--- src/rtl/logo_pkg.sv ---
// Shared types and default screen/sprite geometry for the bouncing logo demo.
// The geometry defaults are also used by the pixel renderer.
package logo_pkg;

  typedef enum logic [1:0] {
    ST_IDLE   = 2'd0,
    ST_CALC   = 2'd1,
    ST_COMMIT = 2'd2
  } state_e;

  localparam int LOGO_H_VISIBLE = 640;
  localparam int LOGO_V_VISIBLE = 480;
  localparam int LOGO_OBJ_W     = 85;
  localparam int LOGO_OBJ_H     = 50;
  localparam int LOGO_PAD       = 50;

endpackage

--- src/rtl/axis_bounce.sv ---
// Single-axis step-and-bounce: next position, next direction and wall-hit flag.
// Purely combinational; the sum is formed one bit wider than the position.
module axis_bounce (
  input  logic [9:0] pos_i,
  input  logic       dir_i,
  input  logic [2:0] step_i,
  input  logic [9:0] min_i,
  input  logic [9:0] max_i,
  output logic [9:0] next_pos_o,
  output logic       next_dir_o,
  output logic       hit_o
);

  logic [10:0] fwd;
  logic [10:0] low_lim;

  assign fwd     = {1'b0, pos_i} + {8'd0, step_i};
  assign low_lim = {1'b0, min_i} + {8'd0, step_i};

  always_comb begin
    next_pos_o = pos_i;
    next_dir_o = dir_i;
    hit_o      = 1'b0;
    if (dir_i) begin
      if (fwd >= {1'b0, max_i}) begin
        next_pos_o = max_i;
        next_dir_o = 1'b0;
        hit_o      = 1'b1;
      end else begin
        next_pos_o = fwd[9:0];
      end
    end else begin
      // Clamping at min+step keeps the subtraction from ever underflowing.
      if ({1'b0, pos_i} <= low_lim) begin
        next_pos_o = min_i;
        next_dir_o = 1'b1;
        hit_o      = 1'b1;
      end else begin
        next_pos_o = pos_i - {7'd0, step_i};
      end
    end
  end

endmodule

--- src/rtl/logo_motion_ctrl.sv ---
// Per-frame logo motion scheduler: tick -> CALC -> COMMIT, outputs change two edges after the tick.
// Ticks arriving mid-update are dropped; defining LOGO_CORNER_CNT_EN enables the corner_hits counter.
module logo_motion_ctrl
  import logo_pkg::*;
#(
  parameter int H_VISIBLE    = LOGO_H_VISIBLE,
  parameter int V_VISIBLE    = LOGO_V_VISIBLE,
  parameter int OBJ_W        = LOGO_OBJ_W,
  parameter int OBJ_H        = LOGO_OBJ_H,
  parameter int PAD          = LOGO_PAD,
  parameter int X_START      = 50,
  parameter int Y_START      = 50,
  parameter int MOVE_EVERY   = 2,
  parameter int FLASH_FRAMES = 8
) (
  input  logic       clk,
  input  logic       rst_n,
  input  logic       frame_tick,
  input  logic       pause,
  input  logic [1:0] speed,
  output logic [9:0] obj_x,
  output logic [9:0] obj_y,
  output logic       dir_right,
  output logic       dir_down,
  output logic       bounce_x,
  output logic       bounce_y,
  output logic       bg_flash,
  output logic       update_done,
  output logic [9:0] frame_count,
  output logic [7:0] corner_hits
);

  localparam logic [9:0] XMIN = 10'(PAD);
  localparam logic [9:0] XMAX = 10'(H_VISIBLE - PAD - OBJ_W);
  localparam logic [9:0] YMIN = 10'(PAD);
  localparam logic [9:0] YMAX = 10'(V_VISIBLE - PAD - OBJ_H);
  localparam int DIV_W = (MOVE_EVERY > 1) ? $clog2(MOVE_EVERY) : 1;
  localparam logic [DIV_W-1:0] DIV_LAST = DIV_W'(MOVE_EVERY - 1);
  localparam int FL_W = (FLASH_FRAMES > 0) ? $clog2(FLASH_FRAMES + 1) : 1;
  localparam logic [FL_W-1:0] FL_LOAD = FL_W'(FLASH_FRAMES);

  state_e           state_q, state_d;
  logic [9:0]       x_q, x_d, y_q, y_d, nx_q, nx_d, ny_q, ny_d, fc_q, fc_d;
  logic             dr_q, dr_d, dd_q, dd_d, ndr_q, ndr_d, ndd_q, ndd_d;
  logic             hx_q, hx_d, hy_q, hy_d, move_q, move_d;
  logic             bx_q, bx_d, by_q, by_d, upd_q, upd_d;
  logic [DIV_W-1:0] div_q, div_d;
  logic [FL_W-1:0]  flash_q, flash_d;
  logic [2:0]       step;
  logic [9:0]       ax_pos, ay_pos;
  logic             ax_dir, ay_dir, ax_hit, ay_hit;

  assign step = {1'b0, speed} + 3'd1;

  axis_bounce u_axis_x (
    .pos_i(x_q), .dir_i(dr_q), .step_i(step), .min_i(XMIN), .max_i(XMAX),
    .next_pos_o(ax_pos), .next_dir_o(ax_dir), .hit_o(ax_hit)
  );

  axis_bounce u_axis_y (
    .pos_i(y_q), .dir_i(dd_q), .step_i(step), .min_i(YMIN), .max_i(YMAX),
    .next_pos_o(ay_pos), .next_dir_o(ay_dir), .hit_o(ay_hit)
  );

  always_ff @(posedge clk or negedge rst_n) begin
    if (!rst_n) state_q <= ST_IDLE;
    else        state_q <= state_d;
  end

  always_comb begin
    state_d = state_q;
    fc_d    = fc_q;
    div_d   = div_q;
    move_d  = move_q;
    nx_d    = nx_q;
    ny_d    = ny_q;
    ndr_d   = ndr_q;
    ndd_d   = ndd_q;
    hx_d    = hx_q;
    hy_d    = hy_q;
    x_d     = x_q;
    y_d     = y_q;
    dr_d    = dr_q;
    dd_d    = dd_q;
    flash_d = flash_q;
    bx_d    = 1'b0;
    by_d    = 1'b0;
    upd_d   = 1'b0;
    unique case (state_q)
      ST_IDLE: begin
        if (frame_tick) begin
          state_d = ST_CALC;
          fc_d    = fc_q + 10'd1;
          div_d   = (div_q == DIV_LAST) ? '0 : div_q + 1'b1;
          move_d  = (div_q == DIV_LAST) && !pause;
        end
      end
      ST_CALC: begin
        state_d = ST_COMMIT;
        // Results are staged here so the visible position only changes at COMMIT.
        nx_d  = move_q ? ax_pos : x_q;
        ny_d  = move_q ? ay_pos : y_q;
        ndr_d = move_q ? ax_dir : dr_q;
        ndd_d = move_q ? ay_dir : dd_q;
        hx_d  = move_q && ax_hit;
        hy_d  = move_q && ay_hit;
      end
      ST_COMMIT: begin
        state_d = ST_IDLE;
        x_d     = nx_q;
        y_d     = ny_q;
        dr_d    = ndr_q;
        dd_d    = ndd_q;
        bx_d    = hx_q;
        by_d    = hy_q;
        upd_d   = 1'b1;
        if (hx_q || hy_q)       flash_d = FL_LOAD;
        else if (flash_q != '0) flash_d = flash_q - 1'b1;
      end
      default: state_d = ST_IDLE;
    endcase
  end

  always_ff @(posedge clk or negedge rst_n) begin
    if (!rst_n) begin
      x_q     <= 10'(X_START);
      y_q     <= 10'(Y_START);
      dr_q    <= 1'b1;
      dd_q    <= 1'b1;
      nx_q    <= '0;
      ny_q    <= '0;
      ndr_q   <= 1'b1;
      ndd_q   <= 1'b1;
      hx_q    <= 1'b0;
      hy_q    <= 1'b0;
      move_q  <= 1'b0;
      fc_q    <= '0;
      div_q   <= '0;
      flash_q <= '0;
      bx_q    <= 1'b0;
      by_q    <= 1'b0;
      upd_q   <= 1'b0;
    end else begin
      x_q     <= x_d;
      y_q     <= y_d;
      dr_q    <= dr_d;
      dd_q    <= dd_d;
      nx_q    <= nx_d;
      ny_q    <= ny_d;
      ndr_q   <= ndr_d;
      ndd_q   <= ndd_d;
      hx_q    <= hx_d;
      hy_q    <= hy_d;
      move_q  <= move_d;
      fc_q    <= fc_d;
      div_q   <= div_d;
      flash_q <= flash_d;
      bx_q    <= bx_d;
      by_q    <= by_d;
      upd_q   <= upd_d;
    end
  end

`ifdef LOGO_CORNER_CNT_EN
  logic [7:0] corner_q, corner_d;

  always_comb begin
    corner_d = corner_q;
    if (state_q == ST_COMMIT && hx_q && hy_q && corner_q != 8'hFF)
      corner_d = corner_q + 8'd1;
  end

  always_ff @(posedge clk or negedge rst_n) begin
    if (!rst_n) corner_q <= '0;
    else        corner_q <= corner_d;
  end

  assign corner_hits = corner_q;
`else
  assign corner_hits = '0;
`endif

  assign obj_x       = x_q;
  assign obj_y       = y_q;
  assign dir_right   = dr_q;
  assign dir_down    = dd_q;
  assign bounce_x    = bx_q;
  assign bounce_y    = by_q;
  assign update_done = upd_q;
  assign bg_flash    = (flash_q != '0);
  assign frame_count = fc_q;

endmodule
--- config.mk ---
export PLATFORM = sky130hd
export DESIGN_NAME = logo_motion_ctrl
export DESIGN_NICKNAME = d
export VERILOG_FILES = /design/src/rtl/logo_pkg.sv /design/src/rtl/axis_bounce.sv /design/src/rtl/logo_motion_ctrl.sv
export SDC_FILE = /design/constraint.sdc
export NUM_CORES = 1
export LEC_CHECK = 0
export ABC_AREA = 1
export CAP_MARGIN = 20
export CORE_MARGIN = 2
export CORE_UTILIZATION = 39
export DETAILED_ROUTE_END_ITERATION = 8
export GPL_ROUTABILITY_DRIVEN = 0
export PLACE_DENSITY = 0.54
export SLEW_MARGIN = 20
export SYNTH_ARGS = -nofsm -noshare
export SYNTH_HDL_FRONTEND = slang
export SYNTH_HIERARCHICAL = 1
export SYNTH_SLANG_ARGS = --single-unit
--- constraint.sdc ---
create_clock -name clk -period 3.8 [get_ports clk]
set_input_delay 0.76 -clock clk [delete_from_list [all_inputs] [get_ports clk]]
set_output_delay 0.76 -clock clk [all_outputs]
set_load 0.01 [all_outputs]
==> results of run 1 <==
## worst reg2reg max path, stage by stage, from the launching register on
cell	delay (ps)
dfstp_2	630
inv_1	130
fa_2	410
buf_4	140
xor2_1	210
ha_1	280
a21oi_1	140
nand2_1	120
nand2_1	70
nand3_1	90
nand2_2	130
buf_2	180
nand4_1	90
nand3_1	110
nand2_1	60
a31oi_1	170
## cell families (layout without fill, tap and decap cells)
family | after synthesis | in the layout | share of synthesized area
AND/OR/NAND/NOR | 622 | 622 | 0.408
buffers and inverters | 172 | 260 | 0.117
adder cells (fa/ha/maj) | 68 | 68 | 0.132
flip-flops | 67 | 67 | 0.249
AO/OA/AOI/OAI | 53 | 53 | 0.0496
XOR/XNOR | 33 | 33 | 0.0437
other | 2 | 114 | 0.00111
## path summary, 6_finish.rpt
path / startpoint / to / slack [ps] / cells after the start
min in group asynchronous: rst_n / flash_q[3] / 620 / 2
max in group asynchronous: rst_n / update_done / 2610 / 2
worst min register to register: ndd_q / dir_down / 470 / 2
worst max-delay path: speed[1] / ny_q[3] / 240 / 19
worst max register to register: obj_x[1] / nx_q[7] / 760 / 15
worst min-delay path: ndd_q / dir_down / 470 / 2
## registers in the layout, summed over array words and instances (netlist names), 2 cells and up
register and cells:
flash_q 4, frame_count 10, nx_q 10, ny_q 10
obj_x 10, obj_y 10, state_q 2
## area by class of cell
| type | instances | share of cell area |
|---|---|---|
| Inverter | 131 | 0.0584 |
| Clock buffer | 14 | 0.0320 |
| Sequential cell | 67 | 0.197 |
| Multi-Input combinational cell | 890 | 0.564 |
| Timing Repair Buffer | 113 | 0.114 |
| Tap cell | 225 | 0.0329 |
| Clock inverter | 2 | 0.00117 |
## stage by stage
| step | power (mW) | std cells |
|---|---|---|
| global placement | 5.70 | 1422 |
| global route | 7.31 | 1442 |
| detailed placement | 5.71 | 1422 |
| floorplan | 4.18 | 1129 |
| finish | 6.60 | 1442 |
| CTS | 6.53 | 1438 |
## placed cells by master (no fill, tap or decap), drive strengths merged, types with 5 or more instances in the layout
master and n:
xor2 25, nand4 18, nor3 5, a21oi 16
o21ai 10, buf 73, nand3 117, ha 62
nand3b 7, a31oi 22, clkdlybuf4s50 39, nand2 399
fa 6, conb 114, nor2 74, xnor2 8
dfstp 10, clkbuf 14, inv 131, dfrtp 57
## metal layers
metal | track usage | vias to the layer above | routed length [um]
met5 | 0 | - | 0
met4 | 0.0405 | 0 | 302
met3 | 0.0302 | 21 | 436
met2 | 0.355 | 92 | 8440
met1 | 0.259 | 2864 | 8260
li1 | - | 3480 | -
## report_power, final
part	internal [mW]	switching (mW)	leakage [nW]	total, mW
clock network	0.493	0.300	0.143	0.793
logic	1.85	2.34	3.76	4.19
registers	1.06	0.552	0.802	1.62
## repair_timing
item	CTS	global route
endpoints found under the setup margin	0	24
resized for setup	0	23
hold buffers	0	0
buffers inserted	0	3
==> impl_results.md, run 1 <==
- Cell mode on critical path: nand2_1
- Avg Cell Area, Syn: roughly 6.7 sq um
- Clock Sinks: 67
- Final setup skew: ~9.9 ps
- WP data required: slightly above 4000 ps
- Cell taking the most area after synthesis: nand2_1
- Crit path max-delay family: buffers and inverters
- Final setup fails: 0
- Initial antenna violation count: 0
- Vias in the first global route: just over 6,000
- PwrDens: about 770 nW/um^2
- H-tree Lvls: 3
- Max incr delay on CP: approximately 510 ps
- Leakage dissipation: 4.71 nW
- Port buffer count: 41
- N_diodes: 0
- Num CTS Buffers: 9
- Wire length of the first global-routing pass: around 29,000 um
- First drt pass iteration count: 5
- Final-report hold violation count: 0
- Area contributors post-synth: nand2_1 22%, dfrtp_1 21%, ha_1 11%
- Synth Flop Type: dfrtp_1
- Root Buffer: clkbuf_16
- Iter 0 DRT Violations: ~350
- GRT Total Usage: 0.201
- Post-Route Utilization: 0.498
- Min Hold Slack: 466 ps
- CP max FO: 10
- Synth warnings: 6
- Floorplan core area: between 15,000 and 20,000 sq um
- Ratio of cells with drive above 1 in the final layout: 0.137
- Number of routed nets with antenna violations: 0
- Clock Path Buffers: 2
- Max Cap Violations: 0
- Top cell type's share of synthesized area: 0.215
- Cell Area, Placed: 8140 sq um
- Footprint of the multi-input gates: 4820 sq um
- GRT Residual Overflow: 0
- Worst Max-Slew Pin Slew: approximately 1000 ps
- Maximum vdd drop: about 0.00035 V
- Min Tclk post-route: 3560 ps
- DRC Markers: 0
- Sequential fraction of the synthesis area: 0.249
- Detailed Place HPWL: 13,200 um
- WL per Instance: between 10 and 15 um
- FILL cells: ~1,800
- Bufs and invs on worst path: 4
- Max Freq: between 200 and 300 MHz
- Largest net degree at the start of global routing: 68
- Crit share post-route: 0.936
- Die ar.: approximately 18,000 sq um
- Final cell area excluding filler cells: about 8600 sq um
- Avg Vias per Cell: 4.48
- Worst-path clk slew: roughly 50 ps
- IO Pins: 50
- Count of cell types in the netlist: between 40 and 50
- Starting Density: 0.395
- Top-count cell post-synth: nand2_1
- Pre-CTS setup slack: -314 ps
- Clk Latency, worst-skew pair: around 330 ps
- Crit Path Category: in -> reg
- Post-Syn Instances: about 1,000
- CTS tree: done
- Critical path arrival: between 3000 and 4000 ps
- Status: finished clean
- CP Capture Type: register
- Most frequent cells after synthesis: 389 x nand2_1, 122 x inv_1, 96 x nand3_1, 68 x nor2_1, 62 x ha_1
- Final worst slack: roughly 240 ps
- Setup TNS: 0 ps
- Synthesized cell area: around 6800 sq um
- #FFs+latches synth: between 60 and 70
- Area delta synth->final: 26.0%
- Critical path's slowest cell: clkdlybuf4s50_1
- Final nets: ~1,300
- Die height: between 100 and 150 um
- Worst path cell trace: clkdlybuf4s50_1, ha_4, buf_4, buf_4, fa_2, xnor2_1, ha_1, a21oi_1, nand2_1, nand2_1, nand2_1, nand2_1, nand2_1, buf_4, nand3_1, nand3_1, nand2_1, nand2_1, a31oi_1
- Row Count: 48
- EDFF count, synth: 0
- Via Count: roughly 6,500
- Die Span X: 136 um
- Routed Wire Length: ~17,000 um
- Sequential cell area: between 1500 and 2000 sq um
- Synth async-reset ratio: 1.00
- CP startpoint kind: input pin
- Hold WC Path Type: reg -> reg
- Final Slew Violations: 0
- Rel. slew slack: 0.321
Note: power is estimated with default switching activity, not from simulation.
==> inputs of run 2 (changes only) <==
HOLD_SLACK_MARGIN = 0.02   (was default)
PLACE_DENSITY = 0.56   (was 0.54)
SYNTH_HIERARCHICAL = default   (was 1)
==> run 2 against run 1 <==
Compared with the run above: setup slack better by 290 ps; power fell by 33%; maximum frequency is 8.9% higher; critical path type unchanged; largest cell class unchanged.
==> impl_results.md, run 2 <==
- Mux cell area share after synthesis: 0 (unchanged)
- Synth Flop Type: dfrtp_1
- Worst path cell trace: clkdlybuf4s50_1, inv_1, ha_1, inv_1, fa_1, inv_1, nand3_1, nand2_1, nand3_1, nand2_1, nor2_1, nand2_1, nand3_1, nand2_2, nand2_2, o21ai_1, nand2_1, nand2_1
- PwrDens: 849 nW/um^2 (+10%)
- Synth warnings: 0 (-6)
- Num CTS Buffers: 9 (unchanged)
- Post-synthesis compound-gate area fraction: 0.122 (+0.0726)
- CTS tree: done
- Setup Fix Bufs, Post-CTS: 0 (unchanged)
- Top cell type's share of synthesized area: 0.325 (+0.110)
- Setup TNS: 0 ps (unchanged)
- Top-count cell post-synth: nand2_1
- Maximum vdd drop: 0.000379 V (+7.3%)
- Crit. Startpoint: speed[0]
- Worst r2r src: obj_x[0]
- GRT Residual Overflow: 0 (unchanged)
- Final setup fails: 0 (unchanged)
- Floorplan core area: 10,900 sq um (-36%)
- Largest net degree at the start of global routing: 35 (-49%)
- Reg2reg path depth: 12 (-3)
- Crit Reg-Reg Endpoint: nx_q[4]
- GRT Total Usage: 0.203 (+0.00249)
- Iter 0 DRT Violations: 217 (-37%)
- Met3 Usage GRT: 0.0529 (+0.0227)
- CP max FO: 7 (-3)
- Simple-Gate Fraction of Synth Area: 0.276 (-0.132)
- Final worst slack: 533 ps (+291 ps)
- Avg Vias per Cell: 5.02 (+12%)
- Die height: 110 um (-19%)
- Cell taking the most area after synthesis: dfrtp_1
- Clk Latency, worst-skew pair: 340 ps (about the same)
- Synthesized cell area: 4390 sq um (-35%)
- Starting Density: 0.402 (+0.00651)
- Crit Path Category: in -> reg
- Cell mode on critical path: nand2_1
- Row Count: 38 (-21%)
- CP startpoint kind: input pin
- Most frequent cells after synthesis: 161 x nand2_1, 58 x inv_1, 57 x dfrtp_1, 46 x nor2_1, 40 x nand3_1
- IO Pins: 50 (unchanged)
- Final nets: 658 (-49%)
- Worst setup path endpoint: ny_q[1]
- Synth async-reset ratio: 1.00 (unchanged)
- Synthesized-area fraction occupied by xor and xnor cells: 0.0495 (+0.00587)
- Count of cell types in the netlist: 42 (-4.5%)
- Vias in the first global route: 3,827 (-38%)
- Synth Area in Adders: 0.0752 (-0.0568)
- Routed Wire Length: 11,200 um (-36%)
- Most frequent cells in the layout: 161 x nand2_1, 58 x inv_1, 57 x dfrtp_1
- Die ar.: 12,100 sq um (-34%)
- Largest family of logic cells by synthesized area: simple AND/OR/NAND/NOR gates
- Area delta synth->final: 19.2%
- Avg Cell Area, Syn: 7.47 sq um (+12%)
- Final-report hold violation count: 0 (unchanged)
- DRC Markers: 0 (unchanged)
- N_diodes: 0 (unchanged)
- Most common cell after layout, fill and taps aside: nand2_1
- Met2 Resource Use GR: 0.342 (-0.0134)
- Leakage dissipation: 2.47 nW (-48%)
- Max Freq: 306 MHz (+8.9%)
- Detailed Place HPWL: 8070 um (-39%)
- Number of routed nets with antenna violations: 0 (unchanged)
- Area contributors post-synth: dfrtp_1 32%, nand2_1 14%, dfstp_2 6.0%
- EDFF count, synth: 0 (unchanged)
- Final setup skew: 5.90 ps (-4.04 ps)
- Clock Path Buffers: 2 (unchanged)
- Rel. slew slack: 0.274 (-0.0464)
- Port buffer count: 41 (unchanged)
- First drt pass iteration count: 5 (unchanged)
- Worst-path clk slew: 60 ps (about the same)
- CTS resizes: 0 (unchanged)
- WP data required: 4080 ps (+30 ps)
- WL per Instance: 14.4 um (+19%)
- Final Slew Violations: 0 (unchanged)
- Sequential fraction of the synthesis area: 0.384 (+0.136)
- Root Buffer: clkbuf_16
- Max Cap Violations: 0 (unchanged)
- Met1 Use GR: 0.256 (-0.00285)
- CP Capture Type: register
- #FFs+latches synth: 67 (unchanged)
- Footprint of the multi-input gates: 2330 sq um (-52%)
- Via Count: 3,883 (-40%)
- Worst Max-Slew Pin Slew: 1090 ps (+70.8 ps)
- Critical path arrival: 3550 ps (-250 ps)
- Initial antenna violation count: 0 (unchanged)
- Die Span X: 110 um (-19%)
- Clock Sinks: 67 (unchanged)
- Register-to-register setup slack: 1460 ps (+700 ps)
- Ratio of cells with drive above 1 in the final layout: 0.0995 (-0.0377)
- Hold-fix buffers at CTS: 0 (unchanged)
- Sequential cell area: 1690 sq um (unchanged)
- H-tree Lvls: 3 (unchanged)
- Min Tclk post-route: 3270 ps (-291 ps)
- Critical path's slowest cell: ha_1
- GRT Max-Usage Layer: met2
- Max incr delay on CP: 490 ps (-20 ps)
- Pre-CTS setup slack: 175 ps (+490 ps)
- Status: finished clean
- RSZ-0062 raised after global routing: false
- Wire length of the first global-routing pass: 18,900 um (-36%)
- Hold WC Path Type: in -> async
- Crit share post-route: 0.860 (-0.0766)
- Post-Syn Instances: 588 (-42%)
- FILL cells: 1,131 (-37%)
==> run 2: changes by cell type after synthesis, sizes merged, moves of 22 or more <==
cell   change
nand3     -75
inv       -67
ha        -42
nor2      -23
o21ai     +38
nand2    -226
a21oi     +22
==> run 2: power breakdown <==
part	switching, mW	internal, mW
Sequential	0.377	1.04
Clock	0.321	0.642
Combinational	1.24	0.829
==> run 2: kinds of logic (layout without fill, tap and decap cells) <==
family                     count (synthesis)  in the layout
AOI/OAI and AO/OA                         98             98
xor gates and xnor gates                  24             24
adders and majority gates                 24             24
buffers and inverters                     91            129
DFF                                       67             67
other                                      1              8
and+or+nand+nor                          283            283
==> run 2: layout make-up <==
type / instances / share of cell area
Clock buffer: 10 / 0.0437
Multi-Input combinational cell: 437 / 0.445
Inverter: 67 / 0.0487
Clock inverter: 6 / 0.0217
Timing Repair Buffer: 46 / 0.0846
Tap cell: 140 / 0.0335
Sequential cell: 67 / 0.323
==> run 2: routing by layer <==
metal	wire, um	share of wire
met3	468	0.042
met1	5030	0.45
met5	0	0
met2	5450	0.49
met4	197	0.018
==> run 2: per-stage QoR <==
stage,util,cell area [sq um],instances,hold WS [ps],total power [mW]
after floorplan,-,4420,595,447,2.76
after global placement,0.447,4890,757,462,3.47
after detailed placement,0.447,4890,757,465,3.49
after CTS,0.479,5240,773,480,4.49
after global routing,0.479,5240,773,509,4.84
final,0.479,5240,773,467,4.45
==> run 2: worst min path at each step <==
stage	startpoint	to
after floorplan	div_q	div_q
after global placement	frame_count[9]	frame_count[9]
after detailed placement	ny_q[8]	ny_q[8]
after CTS	rst_n	frame_count[8]
after global routing	nx_q[8]	nx_q[8]
final	rst_n	frame_count[5]
==> run 2: worst max-delay path, delay by kind of cell <==
family	cells	cell delay [ps]
AOI/OAI and AO/OA	1	130
adders and majority gates	2	940
buffers and inverters	4	830
and+or+nand+nor	11	880
==> inputs of run 3 (changes only) <==
CAP_MARGIN = default   (was 20)
==> results of run 3 <==
Final layout, timing and power as in run 2 (identical DEF).
